### src/rtl/lcd_pkg.sv
// Shared types and constants for the HD44780 8-bit bus driver.
package lcd_pkg;

  typedef enum logic [2:0] {
    PWRUP = 3'd0,
    IDLE  = 3'd1,
    SETUP = 3'd2,
    EN_HI = 3'd3,
    EXEC  = 3'd4,
    DONE  = 3'd5
  } state_t;

  // Common HD44780 command bytes used by the init sequencer above us.
  localparam logic [7:0] FUNC_8BIT_2LINE = 8'h38;
  localparam logic [7:0] ENTRY_INC       = 8'h06;
  localparam logic [7:0] DISP_ON_CUR     = 8'h0E;
  localparam logic [7:0] CLEAR           = 8'h01;
  localparam logic [7:0] HOME            = 8'h02;

  // Clear/home (0x01..0x03 as commands) need the long execution time.
  function automatic logic is_long(input logic cd, input logic [7:0] d);
    return !cd && (d >= 8'h01) && (d <= 8'h03);
  endfunction

endpackage

### src/rtl/lcd_delay_timer.sv
// Loadable down-counter; tc_o is high once the count reaches zero.
module lcd_delay_timer #(
  parameter int           W       = 8,
  parameter logic [W-1:0] RST_VAL = '0
) (
  input  logic         clk,
  input  logic         rst,
  input  logic         load_i,
  input  logic [W-1:0] load_val_i,
  output logic         tc_o
);

  logic [W-1:0] cnt_q;

  // Reload on request, otherwise count down and park at zero.
  always_ff @(posedge clk) begin
    if (rst)                cnt_q <= RST_VAL;
    else if (load_i)        cnt_q <= load_val_i;
    else if (cnt_q != '0)   cnt_q <= cnt_q - W'(1);
  end

  assign tc_o = (cnt_q == '0);

endmodule

### src/rtl/lcd_16x2_8bit.sv
// HD44780 8-bit write-only bus driver: one byte per start/done handshake.
module lcd_16x2_8bit
  import lcd_pkg::*;
#(
  parameter int POWERUP_CYCLES   = 2_000_000,
  parameter int SETUP_CYCLES     = 4,
  parameter int EN_HIGH_CYCLES   = 50,
  parameter int EXEC_CYCLES      = 2_500,
  parameter int LONG_EXEC_CYCLES = 100_000
) (
  input  logic       clk,
  input  logic       rst,
  input  logic       start,
  input  logic       cd,
  input  logic [7:0] data,
  output logic [7:0] lcd_data,
  output logic       rs,
  output logic       en,
  output logic       done_tick
);

  localparam int M0   = (POWERUP_CYCLES > SETUP_CYCLES) ? POWERUP_CYCLES : SETUP_CYCLES;
  localparam int M1   = (EN_HIGH_CYCLES > EXEC_CYCLES) ? EN_HIGH_CYCLES : EXEC_CYCLES;
  localparam int M2   = (M0 > M1) ? M0 : M1;
  localparam int MAXP = (M2 > LONG_EXEC_CYCLES) ? M2 : LONG_EXEC_CYCLES;
  localparam int CW   = $clog2(MAXP + 1);

  state_t          state_q, state_d;
  logic            long_q, long_d;
  logic            tc, tmr_load;
  logic [CW-1:0]   tmr_val;
  logic [7:0]      lcd_data_q, lcd_data_d;
  logic            rs_q, rs_d, en_q, en_d, done_q, done_d;

  // Every wait state is timed by one shared counter, reloaded on each state entry.
  lcd_delay_timer #(
    .W       (CW),
    .RST_VAL (CW'(POWERUP_CYCLES - 1))
  ) u_tmr (
    .clk        (clk),
    .rst        (rst),
    .load_i     (tmr_load),
    .load_val_i (tmr_val),
    .tc_o       (tc)
  );

  // State register and latched long-execution flag.
  always_ff @(posedge clk) begin
    if (rst) begin
      state_q <= PWRUP;
      long_q  <= 1'b0;
    end else begin
      state_q <= state_d;
      long_q  <= long_d;
    end
  end

  // Next-state logic: each wait state leaves when the timer hits zero.
  always_comb begin
    state_d = state_q;
    long_d  = long_q;
    case (state_q)
      PWRUP: if (tc) state_d = IDLE;
      IDLE:  if (start) begin
               state_d = SETUP;
               long_d  = is_long(cd, data);
             end
      SETUP: if (tc) state_d = EN_HI;
      EN_HI: if (tc) state_d = EXEC;
      EXEC:  if (tc) state_d = DONE;
      DONE:  state_d = IDLE;
      default: state_d = PWRUP;
    endcase
  end

  // Timer reload value for the state being entered (duration minus one).
  always_comb begin
    tmr_load = (state_d != state_q);
    case (state_d)
      SETUP:   tmr_val = CW'(SETUP_CYCLES - 1);
      EN_HI:   tmr_val = CW'(EN_HIGH_CYCLES - 1);
      EXEC:    tmr_val = long_d ? CW'(LONG_EXEC_CYCLES - 1) : CW'(EXEC_CYCLES - 1);
      DONE:    tmr_val = '0;
      default: tmr_val = CW'(POWERUP_CYCLES - 1);
    endcase
  end

  // Output next values: bus pins latch only on accept, strobes follow the next state.
  always_comb begin
    lcd_data_d = lcd_data_q;
    rs_d       = rs_q;
    if (state_q == IDLE && start) begin
      lcd_data_d = data;
      rs_d       = cd;
    end
    en_d   = (state_d == EN_HI);
    done_d = (state_d == DONE);
  end

  // Registered outputs towards the panel and the sequencer.
  always_ff @(posedge clk) begin
    if (rst) begin
      lcd_data_q <= 8'h00;
      rs_q       <= 1'b0;
      en_q       <= 1'b0;
      done_q     <= 1'b0;
    end else begin
      lcd_data_q <= lcd_data_d;
      rs_q       <= rs_d;
      en_q       <= en_d;
      done_q     <= done_d;
    end
  end

  assign lcd_data  = lcd_data_q;
  assign rs        = rs_q;
  assign en        = en_q;
  assign done_tick = done_q;

endmodule

### config.mk
export PLATFORM = sky130hd
export DESIGN_NAME = lcd_16x2_8bit
export DESIGN_NICKNAME = d
export VERILOG_FILES = /design/src/rtl/lcd_pkg.sv /design/src/rtl/lcd_delay_timer.sv /design/src/rtl/lcd_16x2_8bit.sv
export SDC_FILE = /design/constraint.sdc
export NUM_CORES = 1
export LEC_CHECK = 0
export CORE_ASPECT_RATIO = 1.4
export CORE_MARGIN = 8
export CORE_UTILIZATION = 35
export CTS_BUF_LIST = sky130_fd_sc_hd__clkbuf_4 sky130_fd_sc_hd__clkbuf_8
export DETAILED_ROUTE_END_ITERATION = 16
export HOLD_SLACK_MARGIN = 0.06
export SLEW_MARGIN = 20
export SYNTH_ARGS = -nofsm -noshare
export SYNTH_HDL_FRONTEND = slang
export SYNTH_SLANG_ARGS = --single-unit
### constraint.sdc
create_clock -name clk -period 2.5 [get_ports clk]
set_clock_uncertainty 0.2 [all_clocks]
set_input_delay 0.375 -clock clk [delete_from_list [all_inputs] [get_ports clk]]
set_output_delay 0.375 -clock clk [all_outputs]
set_load 0.02 [all_outputs]
==> results of run 1 <==
Yosys cell counts, types with 2 or more instances:
cell type and count:
dfxtp_1 36, nand2_1 27, a21oi_1 20, o21ai_0 13, nor2_1 12, clkbuf_1 10
xnor2_1 10, nand3_1 8, nor4_1 7, nor3_1 6, o31ai_1 5, inv_1 4
o21a_1 4, or2_2 4, or3_1 4, or4_1 4, xor2_1 4, a211oi_1 3
nand4_1 3, or4_4 3, a21o_1 2, a221oi_1 2, and2_1 2, nand2b_1 2
nor2b_1 2, o21ai_1 2, or4b_1 2
worst max-delay path by stage:
stage / startpoint / end / slack (ns) / cells past startpoint
2_1_floorplan: u_tmr.cnt_q[0] / u_tmr.cnt_q[16] / 0.04 / 8
3_3_place_gp: start / u_tmr.cnt_q[13] / -0.03 / 7
3_5_place_dp: start / u_tmr.cnt_q[13] / -0.07 / 7
4_1_cts: u_tmr.cnt_q[1] / u_tmr.cnt_q[16] / 0.008 / 7
5_1_grt: u_tmr.cnt_q[0] / u_tmr.cnt_q[16] / -0.02 / 7
6_report: u_tmr.cnt_q[0] / u_tmr.cnt_q[9] / 0.05 / 7
routing by layer:
metal | vias to the layer above | share of wire, % | track usage (%)
li1 | 904 | - | -
met1 | 846 | 41 | 14.0
met2 | 40 | 53 | 27.0
met3 | 9 | 4.4 | 4.09
met4 | 0 | 2.0 | 6.24
met5 | - | 0 | 0
layout by cell type (no fill, tap or decap), drive strengths merged, types with 5 or more instances in the layout:
cell type       n
nor3            7
buf            32
nand3           8
xnor2          10
or4             7
nand2          27
nor4            8
dfxtp          36
a21oi          20
nor2           14
clkbuf          8
o31ai           5
clkdlybuf4s50  22
o21ai          15
cells by family after synthesis:
logic type / count (synthesis)
flip-flops: 36
XOR/XNOR: 14
buffers and inverters: 15
adder cells (fa/ha/maj): 1
AND/OR/NAND/NOR: 96
AO/OA/AOI/OAI: 57
power groups by stage:
stage	clock network [uW]	registers [uW]	logic [uW]
after floorplan	0	593	22.2
after global placement	0	594	64.4
after detailed placement	0	593	64.5
after CTS	462	580	64.7
after global routing	485	582	74.7
final	450	582	68.4
critical path, cell delays in order (launching register included):
cell      delay, ns
dfxtp_2        0.32
inv_2          0.07
ha_4           0.13
or4b_4         0.48
or4_4          0.51
nor2_4         0.16
nand4_1        0.23
a211oi_2       0.28
per-stage QoR:
| step | area, um2 | cells | utilization (%) | hold slack, ns |
|---|---|---|---|---|
| final | 2460 | 336 | 48.5 | 0.255 |
| after global routing | 2460 | 336 | 48.5 | 0.277 |
| after global placement | 2300 | 326 | 45.3 | 0.243 |
| after detailed placement | 2300 | 326 | 45.3 | 0.248 |
| after CTS | 2410 | 336 | 47.5 | 0.257 |
| after floorplan | 1820 | 219 | - | 0.242 |
sequential cells by signal (all words and copies together) (netlist names):
name	count
long_q	1
en	1
done_tick	1
rs	1
u_tmr.cnt_q	21
lcd_data	8
state_q	3
area by class of cell:
type | instances | area share, %
timing repair buffer | 54 | 18.7
sequential | 36 | 29.4
tap | 66 | 3.35
inverter | 4 | 0.609
multi-input combinational | 168 | 44.0
clock buffer | 8 | 3.96
timing repair:
| action | CTS | global route |
|---|---|---|
| hold buffers | 0 | 0 |
| endpoints found under the setup margin | 1 | 23 |
| hold endpoints to repair | 0 | 0 |
| pin swaps | 1 | 4 |
| gates resized for setup | 0 | 15 |
| buffers inserted | 2 | 0 |
==> run metrics, run 1 <==
Initial Util=35.7%; post-synthesis mux area share=0%; WL final=5280 um; VDD IR max=0.000268 V; Setup CP Type=flip-flop to flip-flop; Tmin final=2.45 ns; vias after detailed routing=1799; critical path arrival=2.47 ns; Cell variety after synth=45; Post-synth top flop=dfxtp_1; Gate Count Post-Synth=219; status=finished clean; clock slew at reported path FFs=0.07 ns; Reg2Reg Setup Slack=0.05 ns; largest net degree at the start of global routing=24; initial antenna violation count=0; GPL Wtd Cong=0.857; Seq cells post-synth=36; Synth Area in XOR/XNOR=6.75%; die area=0.00778 mm2; Overall Power=1100 uW; Seq/Total Area, Yosys=39.7%; reg2reg end=u_tmr.cnt_q[9]; Final period util=98.1%; compound-cell area share of the yosys netlist=19.3%; register share of total power=52.9%; Post-Synth Simple-Gate Area=30.0%; largest family of logic cells by synthesized area=simple AND/OR/NAND/NOR gates; Async SR Flop Fraction=0%; CTS tree=done; vias in the first global route=1871; DRT Pass-1 Iters=4; warnings from Yosys=0; Worst Reg-to-Reg Cells=7; WL per Instance=15.7 um; Clock Sinks=36; Hold EP=rs; Clk pwr share=40.9%; first-pass GRT wire length=8850 um; # DRC=0; Synth Area in Adders=0.689%; Max Root-Sink Buffers=2; FILL cells=530; # setup viols final=0; Avg Cell Area, Syn=8.29 um2; Synth top area share=39.7%; mapped cell area=0.00182 mm2; sw frac=21.6%; setup_tns=0 ns; H-tree depth=2; die width=76.9 um; Startpoint Class=flip-flop; Port Buffer Count=22; Slew Viols, Final=0; placement-stage worst setup slack=-0.0676 ns; area grow syn2layout=35.7%; Hold Path Depth=2; TritonCTS Buffers=5; worst skew pair latency=0.29 ns; min-delay src=rs; IO Pins=23; grt total ovfl=0; Die H=101 um; Int Pwr=863 uW; DR vias/cell=5.35; antenna-violating nets left=0; Slew Limit Headroom=68.0%; core footprint=0.00508 mm2; final hold vios=0; dpl hpwl=4010 um; diode count=0; Comb pwr share=6.2%; Worst EP required=2.52 ns; layout cells sized above 1=24.4%; syn nets=232; EDFF count, synth=0; number of core rows=31; FF+latch area=723 um2; Nets=282; clk root buf=clkbuf_8; RR Startpoint=u_tmr.cnt_q[0]; Area contributors post-synth=dfxtp_1, nand2_1, a21oi_1; HP Class=flip-flop to flip-flop; RSZ-0062 raised after global routing=true; Max Clk Rate=408 MHz; Switch Pwr=237 uW; max_cap viols=0; Least-Margin Pin Slew=0.475 ns; worst-path fanout max=5; Power Dens Cells=447 mW/mm2; multi-input logic area=0.00108 mm2; initial DRC count=123; gr usage total=14.2%; Setup crit end kind=flip-flop; Leakage=0.000856 uW; Yosys top cell by area=dfxtp_1; worst setup margin=0.0481 ns
(Power assumes the default switching activity.)
==> run 2: changes to the inputs <==
--- a/config.mk
+++ b/config.mk
@@ -11,6 +11,7 @@
 export CTS_BUF_LIST = sky130_fd_sc_hd__clkbuf_4 sky130_fd_sc_hd__clkbuf_8
 export DETAILED_ROUTE_END_ITERATION = 16
 export HOLD_SLACK_MARGIN = 0.06
+export SETUP_SLACK_MARGIN = 0.05
 export SLEW_MARGIN = 20
 export SYNTH_ARGS = -nofsm -noshare
 export SYNTH_HDL_FRONTEND = slang
==> constraint.sdc (replaced) <==
create_clock -name clk -period 2.2 [get_ports clk]
set_clock_uncertainty 0.2 [all_clocks]
set_input_delay 0.33 -clock clk [delete_from_list [all_inputs] [get_ports clk]]
set_output_delay 0.33 -clock clk [all_outputs]
set_load 0.02 [all_outputs]
==> run 2 against run 1 <==
  * The flow now finishes with violations (setup timing)
  * Final cell count rose by 6.8%
  * Hold slack got worse by 0.0014 ns
  * Combinational power rose by 34%
  * First-iteration DRC count fell by 2.4%
  * Via count rose by 9.6%
  * Total power rose by 15%
  * Critical path type unchanged
  * Largest cell class unchanged
  * Highest routed layer unchanged
==> run metrics, run 2 (synthesis results as in run 1) <==
status=finished, violations left; worst-path fanout max=5; CTS tree=done; number of core rows=31; DR vias/cell=5.49; Power Dens Cells=447 mW/mm2; largest register by flop count=u_tmr.cnt_q; HP Class=flip-flop to flip-flop; layout cells sized above 1=37.9%; crit-path cells=inv_2, ha_4, or4b_4, buf_4, or3_4, or4_4, a21oi_2; WL per Instance=16.5 um; Port Buffer Count=22; highest-delay cell along the critical path=or4_4; Startpoint Class=flip-flop; worst setup margin=-0.255 ns; Slew Viols, Final=0; Worst EP required=2.23 ns; Min Hold Slack=0.253 ns; Nets=305; Setup crit end kind=flip-flop; Least-Margin Pin Slew=0.674 ns; non-filler cells, final=359; Initial Util=35.7%; Max Root-Sink Buffers=2; Setup CP Type=flip-flop to flip-flop; Max Clk Rate=407 MHz; RSZ-0062 raised after global routing=true; critical path arrival=2.48 ns; dpl hpwl=4060 um; gr usage total=14.8%; area grow syn2layout=56.2%; max reg flops=21; vias in the first global route=1959; most frequent cells in the layout=buf_4, dfxtp_1, nand2_1; die width=76.9 um; IO Pins=23; Reg2Reg Setup Slack=-0.26 ns; core footprint=0.00508 mm2; die area=0.00778 mm2; clock slew at reported path FFs=0.07 ns; TritonCTS Buffers=5; most common cell after layout, fill and taps aside=buf_4; DP Cell Count=337; family with the most delay on the worst path=simple AND/OR/NAND/NOR gates; # DRC=0; initial DRC count=120; antenna-violating nets left=0; first-pass GRT wire length=9290 um; initial antenna violation count=0; largest net degree at the start of global routing=24; Leakage=0.00101 uW; grt total ovfl=0; Tmin final=2.46 ns; Slew Limit Headroom=54.6%; FILL cells=464; WL final=5930 um; H-tree depth=2; clk root buf=clkbuf_8; final core area utilization=55.8%; DRT Pass-1 Iters=4; final hold vios=0; Crit path largest cell delay=0.50 ns; setup_tns=-4.41 ns; Clock Sinks=36; hold buffer count at cts=0; Worst Path Buf+Inv=2; VDD IR max=0.000277 V; diode count=0; Overall Power=1270 uW; worst skew pair latency=0.29 ns; failing checks=setup timing; Final period util=112%; Die H=101 um; GPL Wtd Cong=0.880; max_cap viols=0; # setup viols final=26; vias after detailed routing=1971
==> run 2: cell types whose count changed in the layout (fill, tap and decap cells not counted), moves of 2 or more <==
cell | previous run | this run
nand3_2 | 1 | 3
or3_1 | 4 | 2
a221oi_1 | 2 | 0
o21ai_2 | 0 | 5
or3_4 | 0 | 2
nand3_1 | 7 | 4
a221oi_2 | 0 | 2
buf_4 | 32 | 44
o21ai_0 | 13 | 3
o21ai_1 | 2 | 6
buf_6 | 0 | 10
==> run 2: cell type report <==
cell class | count | area (um2) | share of cell area [%]
multi-input combinational | 168 | 1230 | 43.5
sequential | 36 | 724 | 25.6
timing repair buffer | 77 | 683 | 24.1
clock buffer | 8 | 97.6 | 3.44
tap | 66 | 82.6 | 2.91
inverter | 4 | 15.0 | 0.530
==> run 2: path summary, 6_finish.rpt <==
check / startpoint / to / cells past startpoint
setup / recovery: u_tmr.cnt_q[0] / u_tmr.cnt_q[12] / 7
setup reg to reg: u_tmr.cnt_q[0] / u_tmr.cnt_q[12] / 7
hold reg to reg: rs / rs / 2
hold / removal: rs / rs / 2
==> run 2: through the flow <==
| step | worst slack (ns) | cell area (um2) |
|---|---|---|
| 2_1_floorplan | -0.198 | 1850 |
| 3_3_place_gp | -0.253 | 2400 |
| 3_5_place_dp | -0.256 | 2400 |
| 4_1_cts | -0.196 | 2680 |
| 5_1_grt | -0.341 | 2840 |
| 6_report | -0.255 | 2840 |
==> run 2: what timing repair did <==
item | in CTS | in global routing
pin swaps | 17 | 10
setup endpoints to repair | 26 | 26
buffers inserted | 7 | 7
gates resized for setup | 34 | 23
endpoints found under the hold margin | 0 | 0
==> run 2: metal layers <==
| metal | track usage (%) | wire length [um] | up-vias |
|---|---|---|---|
| met5 | 0 | 0 | - |
| met4 | 8.32 | 220 | 0 |
| met3 | 4.09 | 290 | 19 |
| met2 | 27.5 | 3130 | 55 |
| met1 | 14.5 | 2290 | 942 |
| li1 | - | - | 955 |
==> run 2: power by group <==
part           total (uW)  switching, uW  leakage, uW  internal [uW]
combinational        91.4           40.5     0.000664           50.9
clock                 514            233    0.0000523            280
sequential            661           4.21     0.000290            657
==> run 2: worst reg2reg max path: cells and delay by family (launching register included) <==
family / cells / cell delay [ns]
AOI/OAI and AO/OA: 1 / 0.14
DFF: 1 / 0.33
and+or+nand+nor: 3 / 1.37
adders and majority gates: 1 / 0.13
buffers and inverters: 2 / 0.23
==> run 3: changes to the inputs <==
--- a/config.mk
+++ b/config.mk
@@ -7,7 +7,7 @@
 export LEC_CHECK = 0
 export CORE_ASPECT_RATIO = 1.4
 export CORE_MARGIN = 8
-export CORE_UTILIZATION = 35
+export CORE_UTILIZATION = 33
 export CTS_BUF_LIST = sky130_fd_sc_hd__clkbuf_4 sky130_fd_sc_hd__clkbuf_8
 export DETAILED_ROUTE_END_ITERATION = 16
 export HOLD_SLACK_MARGIN = 0.06
==> run 3 against run 2 <==
  * The flow still finishes with violations (setup timing)
  * Utilization fell by 5.8 points
  * Count of clock-buffer cells in the layout down 2
  * Cell area fell by 4.6%
  * Critical path depth increased by 1
==> run metrics, run 3 (synthesis results as in run 1) <==
Initial Util=33.6%; Final period util=110%; Port Buffer Count=22; failing checks=setup timing; critical path arrival=2.39 ns; worst-path fanout max=5; vias in the first global route=1949; die area=0.00816 mm2; Tmin final=2.41 ns; most common cell after layout, fill and taps aside=buf_4; first-pass GRT wire length=9110 um; Min Hold Slack=0.257 ns; Slew Viols, Final=0; family with the most delay on the worst path=simple AND/OR/NAND/NOR gates; worst setup margin=-0.212 ns; Die H=104 um; TritonCTS Buffers=5; diode count=0; area grow syn2layout=49.0%; Post-Place Cell Area=0.00238 mm2; gr usage total=13.7%; VDD IR max=0.000362 V; highest-delay cell along the critical path=or4_4; Setup crit end kind=flip-flop; core footprint=0.00541 mm2; Max Clk Rate=415 MHz; GPL Wtd Cong=0.867; WL final=5580 um; antenna-violating nets left=0; Max Root-Sink Buffers=2; WL per Instance=15.7 um; largest register by flop count=u_tmr.cnt_q; DR vias/cell=5.33; layout cells sized above 1=32.8%; Setup CP Type=flip-flop to flip-flop; dpl hpwl=4070 um; Nets=300; Crit path largest cell delay=0.52 ns; Worst Path Buf+Inv=2; largest net degree at the start of global routing=24; status=finished, violations left; Worst EP required=2.18 ns; crit-path cells=inv_2, ha_4, or4b_4, or4_4, nor3_4, buf_4, o21a_1, o21ai_1; DRT Pass-1 Iters=4; Power Dens Cells=448 mW/mm2; CTS tree=done; final hold vios=0; H-tree depth=2; vias after detailed routing=1892; IO Pins=23; Clock Sinks=36; Leakage=0.000967 uW; # setup viols final=24; fin area=0.00271 mm2; clk root buf=clkbuf_8; Startpoint Class=flip-flop; # DRC=0; clock slew at reported path FFs=0.07 ns; worst skew pair latency=0.29 ns; grt total ovfl=0; RSZ-0062 raised after global routing=true; die width=78.7 um; HP Class=flip-flop to flip-flop; initial DRC count=97; initial antenna violation count=0; Slew Limit Headroom=72.1%; max_cap viols=0; most frequent cells in the layout=buf_4, dfxtp_1, nand2_1; number of core rows=32; Least-Margin Pin Slew=0.414 ns; max reg flops=21
==> run 3: what timing repair did <==
item | 4_1_cts | 5_1_grt
pin swaps | 10 | 8
setup buffers | 6 | 5
setup endpoints to repair | 26 | 26
hold endpoints to repair | 0 | 0
hold buffers | 0 | 0
gates resized for setup | 19 | 20
==> run 3: area by class of cell <==
class | instances | area, um2
Clock inverter | 1 | 5.00
Clock buffer | 6 | 76.3
Fill cell | 529 | 2700
Multi-Input combinational cell | 168 | 1190
Timing Repair Buffer | 72 | 614
Sequential cell | 36 | 723
Tap cell | 68 | 85.1
Inverter | 4 | 15.0
==> run 3: routing by layer <==
metal | global-route usage [%] | share of wire [%]
met1 | 14.0 | 39
met2 | 23.8 | 52
met3 | 4.76 | 5.9
met4 | 6.91 | 3.3
met5 | 0 | 0
==> run 3: path summary, 6_finish.rpt <==
kind,depth (start not counted),endpoint,slack (ns),from
worst max-delay path,8,u_tmr.cnt_q[17],-0.21,u_tmr.cnt_q[0]
worst min-delay path,2,lcd_data[6],0.26,lcd_data[6]
worst max register to register,8,u_tmr.cnt_q[17],-0.21,u_tmr.cnt_q[0]
worst min register to register,2,lcd_data[6],0.26,lcd_data[6]
==> run 3: metrics by stage <==
step	setup TNS (ns)	setup WS [ns]	util, %	total power (uW)	cells
2_1_floorplan	-2.67	-0.198	-	703	219
3_3_place_gp	-3.37	-0.204	44.1	752	337
3_5_place_dp	-3.79	-0.252	44.1	752	337
4_1_cts	-2.82	-0.185	47.9	1220	350
5_1_grt	-4.70	-0.258	50.0	1260	355
6_report	-2.85	-0.212	50.0	1210	355
==> run 3: power breakdown <==
part,internal (uW),switching [uW]
combinational,51.7,39.9
clock,228,231
sequential,657,3.83
==> run 3: worst register-to-register path: stages (launching register included) <==
cell,delay (ns)
dfxtp_2,0.32
inv_2,0.07
ha_4,0.13
or4b_4,0.46
or4_4,0.52
nor3_4,0.24
buf_4,0.16
o21a_1,0.13
o21ai_1,0.06
